### src/rtl/fetch_unit_pkg.sv
// Shared widths, instruction encodings and FSM state encoding for the fetch stage.
package fetch_unit_pkg;

  localparam int INSTR_W = 15;
  localparam int ADDR_W  = 8;
  localparam int COUNT_W = 16;

  typedef logic [INSTR_W-1:0] instr_t;
  typedef logic [ADDR_W-1:0]  addr_t;
  typedef logic [COUNT_W-1:0] count_t;

  localparam instr_t HALT_WORD_DEFAULT = 15'h7FFF;
  localparam instr_t NOP_WORD_DEFAULT  = 15'h0000;

  typedef enum logic {
    RUN    = 1'b0,
    HALTED = 1'b1
  } fetch_state_e;

  // Fetch counter sticks at all-ones instead of wrapping.
  function automatic count_t sat_inc(input count_t c);
    return (&c) ? c : count_t'(c + 1'b1);
  endfunction

endpackage

### src/rtl/fetch_unit_if.sv
// Fetch-stage bus: hazard/jump controls, instruction-memory port and IF/ID outputs.
interface fetch_unit_if;
  import fetch_unit_pkg::*;

  logic   stall;
  logic   jump_en;
  addr_t  jump_addr;
  addr_t  im_address;
  instr_t im_data;
  instr_t if_instr;
  addr_t  if_pc;
  logic   if_valid;
  logic   halted;
  count_t fetch_count;

  modport master (
    input  stall, jump_en, jump_addr, im_data,
    output im_address, if_instr, if_pc, if_valid, halted, fetch_count
  );

  modport slave (
    output stall, jump_en, jump_addr, im_data,
    input  im_address, if_instr, if_pc, if_valid, halted, fetch_count
  );

endinterface

### src/rtl/fetch_unit_pc_register.sv
// 8-bit program counter: synchronous reset, load, increment (wraps 255 -> 0), else hold.
module pc_register
  import fetch_unit_pkg::*;
(
  input  logic  clk,
  input  logic  reset,
  input  logic  load,
  input  addr_t load_addr,
  input  logic  inc,
  output addr_t pc
);

  always_ff @(posedge clk) begin
    if (reset)
      pc <= '0;
    else if (load)
      pc <= load_addr;
    else if (inc)
      pc <= pc + 1'b1;
  end

endmodule

### src/rtl/fetch_unit.sv
// Instruction-fetch stage: PC, IF/ID register, halt FSM and saturating fetch counter.
//   state  | meaning
//   RUN    | fetching; jump > stall > normal fetch
//   HALTED | HALT_WORD latched; PC frozen, bubbles until reset
module fetch_unit
  import fetch_unit_pkg::*;
#(
  parameter instr_t HALT_WORD = HALT_WORD_DEFAULT,
  parameter instr_t NOP_WORD  = NOP_WORD_DEFAULT
)
(
  input  logic          clk,
  input  logic          reset,
  fetch_unit_if.master  bus
);

  fetch_state_e state_q, state_d;
  addr_t        pc;
  logic         pc_load, pc_inc;
  instr_t       instr_q, instr_d;
  addr_t        ifpc_q, ifpc_d;
  logic         valid_q, valid_d;
  count_t       count_q, count_d;

  pc_register u_pc (
    .clk       (clk),
    .reset     (reset),
    .load      (pc_load),
    .load_addr (bus.jump_addr),
    .inc       (pc_inc),
    .pc        (pc)
  );

  always_ff @(posedge clk) begin
    if (reset) begin
      state_q <= RUN;
      instr_q <= NOP_WORD;
      ifpc_q  <= '0;
      valid_q <= 1'b0;
      count_q <= '0;
    end else begin
      state_q <= state_d;
      instr_q <= instr_d;
      ifpc_q  <= ifpc_d;
      valid_q <= valid_d;
      count_q <= count_d;
    end
  end

  always_comb begin
    state_d = state_q;
    pc_load = 1'b0;
    pc_inc  = 1'b0;
    instr_d = instr_q;
    ifpc_d  = ifpc_q;
    valid_d = valid_q;
    count_d = count_q;
    case (state_q)
      RUN: begin
        if (bus.jump_en) begin
          // Flush: the word currently on im_data belongs to the wrong path.
          pc_load = 1'b1;
          instr_d = NOP_WORD;
          valid_d = 1'b0;
        end else if (!bus.stall) begin
          instr_d = bus.im_data;
          ifpc_d  = pc;
          valid_d = 1'b1;
          count_d = sat_inc(count_q);
          if (bus.im_data == HALT_WORD)
            state_d = HALTED;
          else
            pc_inc = 1'b1;
        end
      end
      HALTED: begin
        if (!bus.stall) begin
          instr_d = NOP_WORD;
          valid_d = 1'b0;
        end
      end
      default: state_d = RUN;
    endcase
  end

  assign bus.im_address  = pc;
  assign bus.if_instr    = instr_q;
  assign bus.if_pc       = ifpc_q;
  assign bus.if_valid    = valid_q;
  assign bus.halted      = (state_q == HALTED);
  assign bus.fetch_count = count_q;

endmodule

### src/flat_wrapper.sv
// flat-port wrapper written by rule: the top's interface ports become plain ports
module fetch_unit_flat import fetch_unit_pkg::*;
#(
  parameter instr_t HALT_WORD = HALT_WORD_DEFAULT,
  parameter instr_t NOP_WORD  = NOP_WORD_DEFAULT
)
  (clk, reset, bus_stall, bus_jump_en, bus_jump_addr, bus_im_data, bus_im_address, bus_if_instr, bus_if_pc, bus_if_valid, bus_halted, bus_fetch_count);
  fetch_unit_if bus_i ();
  input  logic clk;
  input  logic reset;
  input wire logic [$bits(bus_i.stall)-1:0] bus_stall;
  input wire logic [$bits(bus_i.jump_en)-1:0] bus_jump_en;
  input wire logic [$bits(bus_i.jump_addr)-1:0] bus_jump_addr;
  input wire logic [$bits(bus_i.im_data)-1:0] bus_im_data;
  output wire logic [$bits(bus_i.im_address)-1:0] bus_im_address;
  output wire logic [$bits(bus_i.if_instr)-1:0] bus_if_instr;
  output wire logic [$bits(bus_i.if_pc)-1:0] bus_if_pc;
  output wire logic [$bits(bus_i.if_valid)-1:0] bus_if_valid;
  output wire logic [$bits(bus_i.halted)-1:0] bus_halted;
  output wire logic [$bits(bus_i.fetch_count)-1:0] bus_fetch_count;
  assign bus_i.stall = bus_stall;
  assign bus_i.jump_en = bus_jump_en;
  assign bus_i.jump_addr = bus_jump_addr;
  assign bus_i.im_data = bus_im_data;
  assign bus_im_address = bus_i.im_address;
  assign bus_if_instr = bus_i.if_instr;
  assign bus_if_pc = bus_i.if_pc;
  assign bus_if_valid = bus_i.if_valid;
  assign bus_halted = bus_i.halted;
  assign bus_fetch_count = bus_i.fetch_count;
  fetch_unit #(.HALT_WORD(HALT_WORD), .NOP_WORD(NOP_WORD)) u_core (.clk(clk), .reset(reset), .bus(bus_i));
endmodule
### config.mk
export PLATFORM = sky130hd
export DESIGN_NAME = fetch_unit_flat
export DESIGN_NICKNAME = d
export VERILOG_FILES = /design/src/rtl/fetch_unit_pkg.sv /design/src/rtl/fetch_unit_if.sv /design/src/rtl/fetch_unit_pc_register.sv /design/src/rtl/fetch_unit.sv /design/src/flat_wrapper.sv
export SDC_FILE = /design/constraint.sdc
export NUM_CORES = 1
export LEC_CHECK = 0
export CORE_MARGIN = 10
export CORE_UTILIZATION = 45
export CTS_CLUSTER_SIZE = 40
export DETAILED_ROUTE_END_ITERATION = 12
export PLACE_DENSITY_LB_ADDON = 0.2
export REMOVE_ABC_BUFFERS = 1
export SLEW_MARGIN = 20
export SYNTH_ARGS = -nofsm -noshare
export SYNTH_HDL_FRONTEND = slang
export SYNTH_SLANG_ARGS = --single-unit
### constraint.sdc
create_clock -name clk -period 2.2 [get_ports clk]
set_clock_uncertainty 0.2 [all_clocks]
set_input_delay 0.44 -clock clk [delete_from_list [all_inputs] [get_ports clk]]
set_output_delay 0.44 -clock clk [all_outputs]
set_load 0.01 [all_outputs]
## Yosys cells after proc, flatten, opt, wreduce, memory -nomap -nowiden

Cells that the tools add are included.

| word-level totals | value |
|---|---|
| output and inout bits | 49 |
| bits in writable memories | 0 |
| memories kept | 0 |
| ROM bits | 0 |
| register bits | 49 |
| logic and storage cells | 40 |
| bits of input ports | 27 |
| bits in latches | 0 |

| operators by class | value |
|---|---|
| eq/ne operators | 3 |
| reduce and logical (&&, ||, !) cells | 5 |
| multiply operators | 0 |
| bitwise gates (word level) | 4 |
| divide/modulo/power cells | 0 |
| $lt $le $gt $ge | 0 |
| add/sub/neg operators | 2 |
| muxes and demuxes | 20 |
| shift-type cells | 0 |

Operator list:

| cell | count |
|---|---|
| $mux 15 | 3 |
| $pmux 15 s2 | 1 |
| $add 16x1->16 const B | 1 |
| $mux 8 | 2 |
| $reduce_and 16->1 | 1 |
| $eq 15x15->1 const B | 1 |
| $mux 1 | 13 |
| $add 8x1->8 const B | 1 |
| $not 1->1 | 4 |
| $reduce_and 4->1 | 1 |
| $ne 3x3->1 const B | 1 |
| $reduce_and 3->1 | 1 |
| $ne 2x2->1 const B | 1 |
| $pmux 1 s2 | 1 |
| $reduce_and 2->1 | 1 |
| $reduce_bool 2->1 | 1 |

## Logic depth before layout (Yosys ltp)

| depth | value |
|---|---|
| word-level depth | 7 |
| mapped depth | 6 |
| gate-level depth less buffers | 5 |

## Modules after synthesis

A second synthesis with hierarchy kept.

| second synthesis, totals | value |
|---|---|
| cells, all modules | 249 |
| area total of the unflattened synthesis | 2128.3 µm² |

By module, submodules not included:

| module | area an instance (µm²) | cells an instance | instances | seq. area each (µm²) |
|---|---|---|---|---|
| fetch_unit | 1664.1 | 196 | 1 | 820.8 |
| pc_register | 464.2 | 53 | 1 | 160.2 |

## Worst setup path before layout

Ideal clock, no wire load.

| timing | value |
|---|---|
| kind | register to register |
| start point | register u_core.count_q[0] (netlist: u_core.bus.fetch_count[0]) |
| end point | register u_core.count_q[4] (netlist: u_core.bus.fetch_count[4]) |
| path slack | 0.148 ns |
| stages on the path, launching flop included | 6 |
| path buffers | 0 |
| data arrival time | 1.729 ns |
| cells stage by stage | dfxtp_1 > ha_1 > nand4_2 > nor4_4 > a21oi_1 > mux2_1 |

| between the ends | value |
|---|---|
| longest elaborated chain between the ends | 3 |
| elaborated cells on any way between the ends | 4 |

Ends and longest elaborated chain:

| item | line | text |
|---|---|---|
| from (decl) | fetch_unit.sv:23 | `count_t count_q, count_d;` |
| from (signal assigned) | fetch_unit.sv:46 | `count_q <= count_d;` |
| parallel branches: the longest is 3 deep, another holds $add 16x1->16 | -- |  |

Parallel ways; which one is timed is not known.
A chain may end at the register's enable or synchronous reset.

## Final worst setup path

| timing | value |
|---|---|
| start point | input bus_im_data[7] |
| end point | register u_core.u_pc.pc[4] |

| between the ends | value |
|---|---|
| longest elaborated chain between the ends | 6 |

Ends and longest elaborated chain:

| item | line | text |
|---|---|---|
| from (decl) | flat_wrapper.sv:14 | `input wire logic [$bits(bus_i.im_data)-1:0] bus_im_data;` |
| $eq 15x15->1 | fetch_unit.sv:70 | `if (bus.im_data == HALT_WORD)` |
| $mux 1 | fetch_unit.sv:70 |  |
| $mux 1 | fetch_unit.sv:65 | `end else if (!bus.stall) begin` |
| $mux 1 | fetch_unit.sv:60 | `if (bus.jump_en) begin` |
| $mux 1 | fetch_unit.sv:58 | `case (state_q)` |
| $reduce_bool 2->1 (no source line) | -- |  |
| to (signal assigned) | fetch_unit_pc_register.sv:17 | `pc <= load_addr;` |
| to (signal assigned) | fetch_unit_pc_register.sv:19 | `pc <= pc + 1'b1;` |
| to (decl) | fetch_unit_pc_register.sv:10 | `output addr_t pc` |

Every way passes these cells.

==> metrics.yaml <==
status: "finished, final reports clean"
synth_compound_area_share_pct: 18.4
synth_area_um2: 2250
clkLatencyLatePin_ns: 0.30
die_w_um: 90.7
dp_hpwl_um: 4840
synth_top_area_cell: "dfxtp_1"
dieArea_um2: 8230
critPathLaunchType: "primary input"
place.port_buffers: 75
postSynthCellCount: 258
die_h_um: 90.7
synth-main-ff-cell: "dfxtp_1"
cp_slowest_cell: "or4_4"
synth-xor-area-share_pct: 0
async_reset_ff_share_pct: 0
grt_pass1_wl_um: 10400
fin_crit_ns: 2.09
io_pins: 76
tns_ns: 0
synth_sequential_area_ratio_pct: 43.6
max_freq_mhz: 479
synth_area_leaders: "dfxtp_1 (44%), nor2_1 (5.3%), a22oi_1 (5.0%)"
grt_pass1_vias: 2144
diodes: 0
grt_max_degree: 30
endpoint_kind: "flop"
setup_viol: 0
synthMuxAreaShare_pct: 3.95
grt_remaining_overflow: 0
drt_iter0_drc: 125
stdcell_area_um2: 3310
tightestPinTransition_ns: 0.404
clock_path_buffers: 2
post-route-period-util_pct: 94.9
critPathArrivalTime_ns: 2.10
synth-seq-cells: 49
rows: 25
path_delay_family: "simple AND/OR/NAND/NOR gates"
setup_ws_ns: 0.111
path_cells: "clkdlybuf4s50_1 -> nand4_1 -> or4_4 -> and4_1 -> nor4_1"
coreArea_um2: 4790
drtPass1Iterations: 5
layout.nets: 374
dp_cells: 405
place_worst_setup_slack_ns: -0.188
synthAdderAreaFrac_pct: 1.11
slew_viol_final: 0
cts-root-buf: "clkbuf_8"
relSlewSlack_pct: 73.0
slowest_delay_ns: 0.58
vias: 2270
dpl_cell_area_um2: 3190
htree_levels: 2
hold_class: "flop to flop"
total_power_mw: 1.85
wl_um: 6400
vias_per_cell: 5.50
wl_per_cell_um: 15.5
synth_top_family_by_area: "simple AND/OR/NAND/NOR gates"
grt_use_total_pct: 14.9
hold_buffers: 0
drcViolationCount: 0
rsz0062_at_grt: "no"
synth_edf_count: 0
yosys.area_share.simple_pct: 29.0
syn_to_final_growth_pct: 47.3
fin_util_pct: 69.2
clk_pin_slew_ns: 0.09
clock-sinks: 49
cp_num_buf_inv: 1
cts_tree: "yes"
p_leak_nw: 1.21
instances_no_fill: 413
ys_top_cells_by_count: "dfxtp_1 (49), nor2_1 (32), nand2_1 (24)"
final_hold_viol_count: 0
yosysUniqueCellTypes: 42
avgSynthCellArea_um2: 8.72
drv_cap: 0
required_ns: 2.21
ant_nets: 0
peakVddDrop_v: 0.000454
drive_above_1_share_pct: 11.0
start_util_pct: 47.0
p_per_area_nw_per_um2: 558
place.gp.congestion: 0.813
whs_ns: 0.258
antenna_found_initial: 0
synth_warnings: 0
yosysMostFrequentCell: "dfxtp_1"
numCtsBuffers: 5
synth_top_area_share_pct: 43.6
cp_max_fo: 5
fill_cells: 415
critPathKind: "primary input to flop"
cell usage in the layout, fill, tap and decap left out, types with 7 or more instances in the layout:
cell type / n
buf_4: 18
clkdlybuf4s50_1: 74
a21oi_1: 22
nand3_1: 10
nand2_1: 24
nor2_1: 32
dfxtp_1: 49
o21ai_0: 7
mux2_1: 7
a22oi_1: 15
nand4_1: 8
nor2b_1: 8
final cells by class:
type / count / area [µm²] / area share (%)
multi-input combinational: 190 / 1190 / 36.0
sequential: 49 / 981 / 29.6
timing repair buffer: 95 / 921 / 27.8
tap: 67 / 83.8 / 2.53
clock buffer: 6 / 82.6 / 2.49
clock inverter: 2 / 37.5 / 1.13
inverter: 4 / 15.0 / 0.453
where the power goes:
part | switching (mW) | leakage, nW | internal, mW
combinational | 0.106 | 0.757 | 0.133
sequential | 0.0270 | 0.399 | 0.914
clock | 0.300 | 0.0574 | 0.370
what timing repair did:
action,in CTS,in global routing
setup endpoints to repair,0,1
gates resized for setup,0,1
setup buffers,0,0
logic make-up (layout without fill, tap and decap cells):
logic type	count (synthesis)	count (layout)
buf+inv	19	107
mux	8	8
compound gates	63	63
simple gates	117	117
fa+ha+maj	2	2
flops	49	49
state kept, by name (all words and copies together) (netlist names):
name	count
u_core.bus.fetch_count	16
u_core.u_pc.pc	8
u_core.bus.halted	1
u_core.bus.if_valid	1
u_core.bus.if_instr	15
u_core.bus.if_pc	8
worst register-to-register path, delay by kind of cell (launching register included):
kind	cells	cell delay, ns
flops	1	0.40
mux	1	0.32
simple gates	2	0.47
fa+ha+maj	1	0.21
buf+inv	1	0.21
compound gates	1	0.09
path summary, 6_finish.rpt:
kind	from	end	slack (ns)	cells after the start
max	bus_im_data[7]	u_core.u_pc.pc[4]	0.11	5
min	u_core.bus.if_pc[3]	u_core.bus.if_pc[3]	0.26	2
max reg2reg	u_core.bus.fetch_count[0]	u_core.bus.fetch_count[0]	0.20	6
min reg2reg	u_core.bus.if_pc[3]	u_core.bus.if_pc[3]	0.26	2
metal layers:
metal / vias to the layer above / wire length, µm / track usage (%)
met5: - / 0 / 0
met3: 9 / 618 / 6.73
li1: 1133 / - / -
met2: 75 / 2990 / 24.0
met1: 1053 / 2720 / 17.6
met4: 0 / 74 / 3.32
Note: power is estimated with default switching activity, not from simulation.
